[src/rtl/psum_adder_sched.sv]
// Partial-sum adder scheduler: takes one psum from each PE queue in fixed order
// (PE0, PE1, PE2), saturates the sum and emits NUM_OUT output packets per pass.
module psum_adder_sched #(
   parameter int         DWIDTH   = 8,
   parameter int         PWIDTH   = 47,
   parameter int         NUM_OUT  = 9,
   parameter logic [2:0] SRC_ADDR = 3'd4,
   parameter logic [2:0] DST_ADDR = 3'd5
) (
   input  logic              clk,
   input  logic              rst_n,
   input  logic              start,
   input  logic              in0_valid,
   output logic              in0_ready,
   input  logic [DWIDTH-1:0] in0_data,
   input  logic              in1_valid,
   output logic              in1_ready,
   input  logic [DWIDTH-1:0] in1_data,
   input  logic              in2_valid,
   output logic              in2_ready,
   input  logic [DWIDTH-1:0] in2_data,
   output logic              out_valid,
   input  logic              out_ready,
   output logic [PWIDTH-1:0] out_packet,
   output logic              busy,
   output logic              done,
   output logic              ovf
);

   localparam int              AW       = DWIDTH + 2;
   localparam logic [AW-1:0]   MAX_VAL  = {2'b00, {DWIDTH{1'b1}}};
   localparam logic [7:0]      LAST_IDX = 8'(NUM_OUT - 1);

   typedef enum logic [2:0] {S_IDLE, S_ACC0, S_ACC1, S_ACC2, S_SEND} state_t;

   state_t            r_state;
   logic [AW-1:0]     r_acc;
   logic [7:0]        r_idx;
   logic [PWIDTH-1:0] r_packet;
   logic              r_done;
   logic              r_ovf;

   logic [AW-1:0]     w_sum;
   logic              w_sat;
   logic [DWIDTH-1:0] w_data;
   logic [PWIDTH-1:0] w_packet;

   // The packet is built from the final sum so it can be registered on the
   // in2 handshake and held unchanged for the whole SEND state.
   assign w_sum  = r_acc + AW'(in2_data);
   assign w_sat  = (w_sum > MAX_VAL);
   assign w_data = w_sat ? {DWIDTH{1'b1}} : w_sum[DWIDTH-1:0];

   always_comb begin
      w_packet             = '0;
      w_packet[45:43]      = DST_ADDR;
      w_packet[42:40]      = SRC_ADDR;
      w_packet[39:32]      = r_idx;
      w_packet[DWIDTH-1:0] = w_data;
   end

   // NOTE: state is updated with non-blocking assignments so every register
   // samples the pre-edge values of its neighbours.
   always_ff @(posedge clk or negedge rst_n) begin
      if (!rst_n) begin
         r_state  <= S_IDLE;
         r_acc    <= '0;
         r_idx    <= '0;
         r_packet <= '0;
         r_done   <= 1'b0;
         r_ovf    <= 1'b0;
      end else begin
         r_done <= 1'b0;
         unique case (r_state)
            S_IDLE: begin
               // The done cycle is already IDLE; a start landing on it is dropped.
               if (start && !r_done) begin
                  r_acc   <= '0;
                  r_idx   <= '0;
                  r_ovf   <= 1'b0;
                  r_state <= S_ACC0;
               end
            end
            S_ACC0: begin
               if (in0_valid) begin
                  r_acc   <= AW'(in0_data);
                  r_state <= S_ACC1;
               end
            end
            S_ACC1: begin
               if (in1_valid) begin
                  r_acc   <= r_acc + AW'(in1_data);
                  r_state <= S_ACC2;
               end
            end
            S_ACC2: begin
               if (in2_valid) begin
                  r_acc    <= w_sum;
                  r_packet <= w_packet;
                  if (w_sat) r_ovf <= 1'b1;
                  r_state  <= S_SEND;
               end
            end
            S_SEND: begin
               if (out_ready) begin
                  if (r_idx == LAST_IDX) begin
                     r_done  <= 1'b1;
                     r_state <= S_IDLE;
                  end else begin
                     r_idx   <= r_idx + 8'd1;
                     r_acc   <= '0;
                     r_state <= S_ACC0;
                  end
               end
            end
            default: r_state <= S_IDLE;
         endcase
      end
   end

   assign in0_ready  = (r_state == S_ACC0);
   assign in1_ready  = (r_state == S_ACC1);
   assign in2_ready  = (r_state == S_ACC2);
   assign out_valid  = (r_state == S_SEND);
   assign busy       = (r_state != S_IDLE);
   assign out_packet = r_packet;
   assign done       = r_done;
   assign ovf        = r_ovf;

endmodule

[config.mk]
export PLATFORM = sky130hd
export DESIGN_NAME = psum_adder_sched
export DESIGN_NICKNAME = d
export VERILOG_FILES = /design/src/rtl/psum_adder_sched.sv
export SDC_FILE = /design/constraint.sdc
export NUM_CORES = 1
export LEC_CHECK = 0
export CAP_MARGIN = 20
export CORE_MARGIN = 1
export CORE_UTILIZATION = 45
export CTS_BUF_LIST = sky130_fd_sc_hd__clkbuf_4
export DETAILED_ROUTE_END_ITERATION = 16
export GPL_TIMING_DRIVEN = 0
export PLACE_DENSITY = 0.8
export SLEW_MARGIN = 10
export SYNTH_ARGS = -nofsm -noshare
export SYNTH_HDL_FRONTEND = slang
export SYNTH_SLANG_ARGS = --single-unit
[constraint.sdc]
create_clock -name clk -period 2.2 [get_ports clk]
set_input_delay 0.44 -clock clk [delete_from_list [all_inputs] [get_ports clk]]
set_output_delay 0.44 -clock clk [all_outputs]
set_load 0.05 [all_outputs]
==> results by group <==
Detailed routing
  – DR vias: 2648
  – Residual DRC: 0
  – Pre-Repair DR Iteration Count: 4
  – WL final: 7520 um
  – Drt initial violations: 161
  – Routed length per instance: 15.0 um
  – Vias per inst: 5.27
  – Antenna Nets Post-Route: 0

STA
  – Crit share post-route: 1.10
  – Post-layout min period: 2.42 ns
  – Clock Skews: 0.00783 ns
  – Final max-slew violation count: 0
  – Fmax: 0.413 GHz
  – RSZ-0062 raised after global routing: yes
  – Worst Tran Pin Value: 0.518 ns
  – Final Hold Vio Count: 0
  – Final WS setup: -0.223 ns
  – Max-slew headroom: 0.653
  – Hold_ws: 0.460 ns
  – Final setup viols: 12

Critical path
  – Slowest cell on crit path: or4_4
  – CP max stage delay: 0.53 ns
  – CP required: 2.42 ns
  – Cells along the critical path: ha_4 > fa_2 > a211oi_2 > o211ai_1 > o211a_1 > or4_4 > o211ai_4 > a31oi_1
  – Crit path buffers/inverters: 0
  – CP Data Arrival Time: 2.64 ns
  – Critical path launch point type: register
  – Setup CP Type: register to register
  – Crit end category: register
  – Kind of cell adding the most delay to the critical path: compound AO/OA/AOI/OAI gates
  – Critical-path maximum fanout: 5

Yosys
  – Post-synthesis xor/xnor area fraction: 0.0547
  – Async S/R FF share, synth: 1.00
  – Synthesized area: 0.00288 mm2
  – Mean Syn Cell Area: 8.90 um2
  – Number of synthesized flops with an enable pin: 0
  – Yosys warning count: 0
  – Synth Area in Adders: 0.0920
  – Cells after Synth: 324
  – Most instantiated cells after synthesis: dfrtp_1, nand2_1, nor2_1, buf_4, a21oi_1
  – Main combinational cell family by area after synthesis: compound AO/OA/AOI/OAI gates
  – Count leader, synth: dfrtp_1
  – Synth unique cells: 52
  – Compound-Gate Fraction of Synth Area: 0.200
  – Area contributors post-synth: dfrtp_1, buf_4, ha_1
  – Most used DFF post-synth: dfrtp_1
  – Mux cell area share after synthesis: 0.0174
  – Area leader, netlist: dfrtp_1
  – Synth top area share: 0.347
  – Simple-gate area share of the yosys netlist: 0.184
  – Register bit total from synthesis: 40
  – Sequential cell area fraction in the yosys report: 0.347

GRT
  – Initial antenna violation count: 0
  – First-pass GRT wire length: 11500 um
  – Grt total ovfl: 0
  – Largest net degree at the start of global routing: 34
  – GRT Overall Usage: 0.229
  – Via count of the first global-routing pass: 2449

Finish
  – Antenna cells: 0
  – Area Overhead vs Synth: 35.0%
  – Fraction of layout cells with a size suffix above 1: 0.201
  – NumNets Final: 478
  – Post-route cell area: 0.00389 mm2

Power and ir drop
  – Clock power frac: 0.073
  – Gate power share: 0.691
  – Internal Power: 2.33 mW
  – Leak Pwr: 1.88 nW
  – Switching Fraction: 0.512
  – PwrDens: 1230 mW/mm2
  – Maximum VDD drop: 0.000682 V
  – Power Total: 4.78 mW
  – Seq pwr share: 0.236
  – Net switching power figure: 2.45 mW

Floorplan
  – Core area: 0.00606 mm2
  – Cell row count: 28
  – Die ar.: 0.00673 mm2
  – Die Width: 82.0 um
  – Die Y: 82.0 um
  – Starting density of the core: 0.476
  – I/O pins: 85

Status
  – Status: finished, violations left
  – Failing checks: setup timing

Clock network
  – CTS sink count: 40
  – CTS tree: built
  – Htree depth: 2
  – Inserted Clock Buffers: 5
  – CTS root buf: clkbuf_4
  – Max clock buf depth: 2
  – Worst-path clk slew: 0.12 ns
  – Clock Latency Late Sink: 0.35 ns

Job
  – Max Cap Viol: 0

Placement
  – DP HPWL: 5410 um
  – Area after DPL: 0.00367 mm2
  – IO Port Bufs: 56
  – Placer congestion estimate: 0.912

Worst hold path
  – Hold crit path type: primary input to asynchronous set/reset pin
worst reg2reg max path, stage by stage, from the launching register on:
cell and delay, ns:
dfrtp_1 0.44, ha_4 0.18, fa_2 0.36, a211oi_2 0.25
o211ai_1 0.12, o211a_1 0.16, or4_4 0.53, o211ai_4 0.15
a31oi_1 0.13
power by group through the flow:
stage	logic (mW)	clock network [mW]	registers (mW)
6_report	3.30	0.349	1.13
5_1_grt	3.56	0.380	1.15
4_1_cts	3.13	0.357	1.12
3_5_place_dp	3.04	0	1.12
3_3_place_gp	2.97	0	1.11
2_1_floorplan	1.84	0	1.47
repair_timing:
| item | 4_1_cts | 5_1_grt |
|---|---|---|
| setup endpoints to repair | 17 | 19 |
| hold buffers | 1 | 0 |
| pin swaps | 9 | 13 |
| endpoints found under the hold margin | 7 | 0 |
| buffers inserted | 5 | 6 |
| gates cloned | 1 | 0 |
| resized for setup | 29 | 19 |
stage by stage:
step | setup TNS, ns | cells | setup WS [ns] | utilization
2_1_floorplan | 0 | 351 | 0.00957 | -
3_3_place_gp | -21.07 | 482 | -0.714 | 0.603
3_5_place_dp | -9.26 | 483 | -0.784 | 0.605
4_1_cts | -2.09 | 496 | -0.229 | 0.627
5_1_grt | -3.02 | 502 | -0.292 | 0.642
6_report | -2.00 | 502 | -0.223 | 0.642
area by class of cell:
cell class                 instances  area, um2
tap                               75       93.8
sequential                        40       1000
inverter                           5       18.8
timing repair buffer              69        656
clock inverter                     2       7.51
clock buffer                       5       37.5
buffer                            39        278
multi-input combinational        267       1800
fill                             512       2170
flip-flops by register name (all words and copies together), names as in the netlist:
signal      count
out_packet     17
r_idx           8
r_acc          10
done            1
ovf             1
r_state         3
routing by layer:
metal | wire length [um] | share of wire | global-route usage | vias up
met3 | 406 | 0.054 | 0.0300 | 20
li1 | - | - | - | 1298
met4 | 188 | 0.025 | 0.100 | 0
met5 | 0 | 0 | 0 | -
met1 | 3120 | 0.41 | 0.280 | 1241
met2 | 3810 | 0.51 | 0.400 | 89
placed cells by master, fill, tap and decap left out, types with 4 or more instances in the layout:
master and instances:
clkdlybuf4s50_1 47, buf_4 45, nand2_1 39, nor2_1 38, dfrtp_1 38, conb_1 28, a21oi_1 18, o21ai_0 17
ha_1 14, xor2_1 12, buf_2 7, clkbuf_4 6, xnor2_1 6, inv_1 5, mux2i_1 5, nand4_1 5
nand2b_1 4, a21o_1 4, o22ai_1 4, nor2b_1 4, a31oi_1 4
path summary, 6_finish.rpt:
| check | from | end | slack, ns | cells after the start |
|---|---|---|---|---|
| setup reg to reg | r_acc[0] | out_packet[3] | -0.22 | 8 |
| min in group clk | out_packet[37] | out_packet[37] | 0.49 | 2 |
| setup / recovery | r_acc[0] | out_packet[3] | -0.22 | 8 |
| hold / removal | rst_n | out_packet[7] | 0.46 | 2 |
| max in group asynchronous | rst_n | r_acc[1] | 1.29 | 3 |
| hold reg to reg | out_packet[37] | out_packet[37] | 0.49 | 2 |
logic make-up (layout without fill, tap and decap cells):
| group | Yosys count | count (layout) |
|---|---|---|
| AO/OA/AOI/OAI | 85 | 86 |
| XOR/XNOR | 18 | 18 |
| adder cells (fa/ha/maj) | 20 | 20 |
| buffers and inverters | 45 | 120 |
| flip-flops | 40 | 40 |
| multiplexers | 5 | 5 |
| other | 1 | 28 |
| AND/OR/NAND/NOR | 110 | 110 |
No activity file was read; power rests on OpenSTA's default activity.
